`config.mk`:
```
export PLATFORM = sky130hd
export DESIGN_NAME = scan_tap_chan
export DESIGN_NICKNAME = d
export VERILOG_FILES = /design/src/rtl/scan_tap_chan.sv
export SDC_FILE = /design/constraint.sdc
export NUM_CORES = 1
export LEC_CHECK = 0
export BUFFER_PORTS_ARGS = -buffer_cell sky130_fd_sc_hd__buf_2
export CELL_PAD_IN_SITES_DETAIL_PLACEMENT = 0
export CELL_PAD_IN_SITES_GLOBAL_PLACEMENT = 1
export CORE_MARGIN = 3
export CORE_UTILIZATION = 37
export CTS_CLUSTER_SIZE = 12
export DETAILED_ROUTE_END_ITERATION = 6
export GPL_TIMING_DRIVEN = 1
export PLACE_DENSITY_LB_ADDON = 0.1
export RECOVER_POWER = 50
export SETUP_SLACK_MARGIN = 0.02
export SLEW_MARGIN = 25
export SYNTH_ARGS = -nofsm -noshare
export SYNTH_HDL_FRONTEND = slang
export SYNTH_SLANG_ARGS = --single-unit
```
`constraint.sdc`:
```
create_clock -name clk -period 1.7 [get_ports clk]
set_clock_uncertainty 0.2 [all_clocks]
set_input_delay 0.34 -clock clk [delete_from_list [all_inputs] [get_ports clk]]
set_output_delay 0.34 -clock clk [all_outputs]
set_load 0.1 [all_outputs]
```
`src/rtl/scan_tap_chan.sv`:
```
// Addressable scan tap: forwards tck/tms one clk late, and either bypasses tdi or
// swaps a captured outbound word for a new inbound word when addressed.
module scan_tap_chan #(
  parameter int                    NUM_IOS    = 8,
  parameter int                    ADDR_WIDTH = 8,
  parameter logic [ADDR_WIDTH-1:0] ADDRESS    = ADDR_WIDTH'(1)
) (
  input  logic               clk,
  input  logic               reset,
  input  logic               i_tck,
  input  logic               i_tms,
  input  logic               i_tdi,
  input  logic [NUM_IOS-1:0] outbound,
  output logic [NUM_IOS-1:0] inbound,
  output logic               o_tck,
  output logic               o_tms,
  output logic               o_tdo,
  output logic               selected
);

  localparam int MAX_W = (ADDR_WIDTH > NUM_IOS) ? ADDR_WIDTH : NUM_IOS;
  localparam int CNT_W = $clog2(MAX_W + 1);
  localparam logic [CNT_W-1:0] CNT_ADDR = CNT_W'(ADDR_WIDTH);
  localparam logic [CNT_W-1:0] CNT_DATA = CNT_W'(NUM_IOS);

  typedef enum logic [1:0] {S_IDLE, S_ADDR, S_DATA, S_UPDATE} state_t;

  state_t                  state_q, state_d;
  logic [CNT_W-1:0]        cnt_q, cnt_d;
  logic [ADDR_WIDTH-1:0]   addr_sr_q, addr_sr_d;
  logic [NUM_IOS-1:0]      data_sr_q, data_sr_d;
  logic [NUM_IOS-1:0]      inbound_q, inbound_d;
  logic                    tck_q;
  logic                    o_tck_q, o_tms_q, o_tdo_q, o_tdo_d;
  logic                    selected_q, selected_d;

  logic                    rise;
  logic                    frame_start;
  logic [CNT_W-1:0]        cnt_inc;
  logic [ADDR_WIDTH-1:0]   addr_shift;
  logic [NUM_IOS-1:0]      data_shift;

  always_comb begin
    rise        = i_tck & ~tck_q;
    // A rise during UPDATE is treated exactly like one in IDLE so no edge is lost.
    frame_start = rise & i_tms & ((state_q == S_IDLE) | (state_q == S_UPDATE));
    cnt_inc     = cnt_q + CNT_W'(1);
    addr_shift  = (addr_sr_q << 1) | ADDR_WIDTH'(i_tdi);
    data_shift  = (data_sr_q << 1) | NUM_IOS'(i_tdi);
  end

  always_ff @(posedge clk) begin
    if (reset) begin
      state_q    <= S_IDLE;
      cnt_q      <= '0;
      addr_sr_q  <= '0;
      data_sr_q  <= '0;
      inbound_q  <= '0;
      tck_q      <= 1'b0;
      o_tck_q    <= 1'b0;
      o_tms_q    <= 1'b0;
      o_tdo_q    <= 1'b0;
      selected_q <= 1'b0;
    end else begin
      state_q    <= state_d;
      cnt_q      <= cnt_d;
      addr_sr_q  <= addr_sr_d;
      data_sr_q  <= data_sr_d;
      inbound_q  <= inbound_d;
      tck_q      <= i_tck;
      o_tck_q    <= i_tck;
      o_tms_q    <= i_tms;
      o_tdo_q    <= o_tdo_d;
      selected_q <= selected_d;
    end
  end

  always_comb begin
    state_d = state_q;
    case (state_q)
      S_IDLE: begin
        if (frame_start) state_d = S_ADDR;
      end
      S_ADDR: begin
        if (rise) begin
          if (!i_tms)                   state_d = S_IDLE;
          else if (cnt_inc == CNT_ADDR) state_d = S_DATA;
        end
      end
      S_DATA: begin
        if (rise && !i_tms) state_d = (cnt_q == CNT_DATA) ? S_UPDATE : S_IDLE;
      end
      S_UPDATE: begin
        state_d = frame_start ? S_ADDR : S_IDLE;
      end
      default: state_d = S_IDLE;
    endcase
  end

  always_comb begin
    cnt_d      = cnt_q;
    addr_sr_d  = addr_sr_q;
    data_sr_d  = data_sr_q;
    inbound_d  = inbound_q;
    selected_d = selected_q;

    if (state_q == S_UPDATE && selected_q) inbound_d = data_sr_q;

    if (frame_start) begin
      cnt_d      = '0;
      selected_d = 1'b0;
      data_sr_d  = outbound;
    end

    if (state_q == S_ADDR && rise && i_tms) begin
      addr_sr_d = addr_shift;
      if (cnt_inc == CNT_ADDR) begin
        cnt_d      = '0;
        selected_d = (addr_shift == ADDRESS);
      end else begin
        cnt_d = cnt_inc;
      end
    end

    // Bits beyond the data-frame length are dropped; the counter saturates.
    if (state_q == S_DATA && rise && i_tms && cnt_q < CNT_DATA) begin
      data_sr_d = data_shift;
      cnt_d     = cnt_inc;
    end

    o_tdo_d = (state_q == S_DATA && selected_q) ? data_sr_q[NUM_IOS-1] : i_tdi;
  end

  assign inbound  = inbound_q;
  assign o_tck    = o_tck_q;
  assign o_tms    = o_tms_q;
  assign o_tdo    = o_tdo_q;
  assign selected = selected_q;

endmodule

```
==> flow_summary.json <==
{
  "status": "complete, but fails checks",
  "violations": "negative setup slack",
  "slowest_delay_ns": 0.36,
  "dr.first_iter.drc_count": 68,
  "dr_total_vias": 1380,
  "synth_ff_type": "dfxtp_1",
  "ys_ff_latch": 33,
  "placed_cells": 257,
  "worstSetupPathType": "reg -> reg",
  "rsz0062_at_grt": "yes",
  "peakVddDrop_mv": 0.3521,
  "nets": 237,
  "synth_top_family_by_area": "simple AND/OR/NAND/NOR gates",
  "crit_required_ns": 1.67,
  "synth_edf_count": 0,
  "grtUsageTotal_pct": 15.91,
  "setup_viol": 12,
  "ys_seq_area_share_pct": 41.90,
  "drv_cap": 0,
  "ctsRootBufferMaster": "clkbuf_8",
  "antenna_found_initial": 0,
  "min_path_cells": 3,
  "cp_num_cells": 6,
  "grt_pass1_vias": 1355,
  "synthSimpleGateAreaFrac_pct": 22.70,
  "path_clk_slew_ns": 0.07,
  "clock_sinks": 33,
  "final_common_cell": "nand2_1",
  "rows": 23,
  "yosysUniqueCellTypes": 39,
  "pre_cts_slack_ns": -0.1124,
  "powerDensity_nw_per_um2": 983.3,
  "start_kind": "flip-flop",
  "clk_latency_ns": 0.28,
  "io_pins": 25,
  "fin_cells": 269,
  "period_share_pct": 104.8,
  "floorplan.die_area_sq_um": 5080,
  "routabilityCongestion": 0.7934,
  "place_area_sq_um": 1876,
  "finalWorstSetupSlack_ns": -0.08234,
  "postSynthCellCount": 180,
  "muxShareOfSynthArea_pct": 7.063,
  "grt_pass1_wl_um": 6292,
  "p_int_uw": 1532,
  "power_frac_comb_pct": 22.1,
  "synth-xor-area-share_pct": 0,
  "syn-num-nets": 199,
  "async_reset_ff_share_pct": 0,
  "leakagePower_uw": 0.0008280,
  "worstMarginPinSlew_ns": 0.5406,
  "layout_common_cells": "nand2_1 (32), dfxtp_1 (28), buf_2 (20)",
  "grt-ovfl-total": 0,
  "hold_violations": 0,
  "cts_hold_buf": 0,
  "slew_violations": 0,
  "worstHoldPathType": "in -> reg",
  "drc_errors": 0,
  "cts_made_buffers": 5,
  "cts_tree": "done",
  "swShare_pct": 26.82,
  "first_pass_iters": 4,
  "viasPerCell": 5.130,
  "synth_fa_ha_area_share_pct": 4.762,
  "syn-cell-area_sq_um": 1577,
  "start_util_pct": 38.85,
  "worstPathMaxFanout": 8,
  "clock_path_buffers": 2,
  "crit_family": "flip-flops",
  "io_buffer_count": 24,
  "critical_path_arrival_ns": 1.75,
  "path_cells": "inv_4 > ha_4 > and4bb_2 > buf_12 > mux2i_2 > a211oi_2",
  "num_antenna_cells": 0,
  "core_region_area_sq_um": 4058,
  "final_area_sq_um": 2130,
  "maxSlewHeadroom_pct": 64.11,
  "p_clk_share_pct": 36.6,
  "area_growth_pct": 35.08,
  "seq_power_share_pct": 41.4,
  "die-height_um": 71.28,
  "wire_per_inst_um": 14.10,
  "fin_crit_ns": 1.782,
  "yosysWarnings": 0,
  "crit_path_top_delay_cell": "dfxtp_2",
  "path_buf_inv": 2,
  "syn_area_per_cell_sq_um": 8.758,
  "dp_hpwl_um": 2702,
  "cp-end-kind": "flip-flop",
  "synth_compound_area_share_pct": 18.81,
  "grt_max_degree": 33,
  "htreeDepth": 2,
  "die_x_um": 71.28,
  "drtAntennaViolNets": 0,
  "worstRegToRegCells": 6,
  "max_freq_mhz": 561.1,
  "wirelength_um": 3792,
  "final_layout_size_suffix_gt1_share_pct": 36.99,
  "switchingPower_uw": 561.6
}
## layer usage
layer	up-vias	share of wire [%]	routed length (um)	track usage (%)
met2	24	51	1921	28.16
met3	4	3.8	145	4.909
met1	647	44	1681	18.02
met5	-	0	0	0
li1	705	-	-	-
met4	0	1.1	43	5.428
## cell families after synthesis
family / count (synthesis)
adders and majority gates: 6
buffers and inverters: 16
muxes: 11
DFF: 33
and+or+nand+nor: 73
AOI/OAI and AO/OA: 41
## repair_timing
item | in CTS | in global routing
setup buffers | 2 | 2
pin swaps | 2 | 12
resized for setup | 7 | 23
endpoints found under the setup margin | 22 | 18
## worst min-delay path: cells and delay by family
family / cells / cell delay, ns
compound gates: 1 / 0.05
simple gates: 1 / 0.06
buf+inv: 1 / 0.13
## area by class of cell
class / count / area [sq um]
clock inverter: 1 / 30.03
sequential: 33 / 671.9
timing repair buffer: 40 / 291.5
fill: 381 / 1928
multi-input combinational: 131 / 955.9
inverter: 7 / 31.28
tap: 50 / 62.56
clock buffer: 7 / 86.33
## cells in the mapped netlist, types with 2 or more instances
cell type | number | share of area [%]
nand2b_1 | 2 | 0.79
o31ai_1 | 2 | 0.95
a21oi_1 | 20 | 6.3
o21ai_0 | 4 | 1.3
nand2_1 | 32 | 7.6
and4b_1 | 2 | 1.3
nor2b_1 | 2 | 0.79
inv_1 | 7 | 1.7
dfxtp_1 | 33 | 42
clkbuf_1 | 3 | 0.71
nand3_1 | 11 | 3.5
a211oi_2 | 8 | 6.3
buf_2 | 3 | 0.95
mux2i_1 | 10 | 6.3
ha_1 | 6 | 4.8
nor2_1 | 12 | 2.9
## final timing paths
| kind | from | end | slack (ns) |
|---|---|---|---|
| hold / removal | i_tdi | addr_sr_q[0]$_SDFFE_PP0P_ | 0.15 |
| setup reg to reg | state_q[1]$_SDFFE_PP0P_ | data_sr_q[3]$_SDFFE_PP0P_ | -0.08 |
| hold reg to reg | inbound[4]$_SDFFE_PP0P_ | inbound[4]$_SDFFE_PP0P_ | 0.26 |
| setup / recovery | state_q[1]$_SDFFE_PP0P_ | data_sr_q[3]$_SDFFE_PP0P_ | -0.08 |
## sequential cells by signal (all words and copies together), names as in the netlist
| signal | cells |
|---|---|
| inbound | 8 |
| cnt_q | 4 |
| data_sr_q | 8 |
| o_tms | 1 |
| o_tdo | 1 |
| o_tck | 1 |
| selected | 1 |
| addr_sr_q | 7 |
| state_q | 2 |
## stage by stage
stage,util (%),hold slack [ns],total power (uW),TNS [ns]
after floorplan,-,0.2362,1126,0
after global placement,46.22,0.2410,1228,-0.1791
after detailed placement,46.22,0.2502,1242,-0.7599
after CTS,49.95,0.1397,2037,-0.6248
after global routing,52.48,0.1536,2196,-1.675
final,52.48,0.1484,2094,-0.7614
## power by group through the flow
stage                     clock, uW  combinational, uW  sequential (uW)
final                           765                462              866
after global routing            824                499              873
after CTS                       792                391              854
after detailed placement          0                375              867
after global placement            0                365              863
after floorplan                   0                243              883
Power figures use the tool's default switching activity.
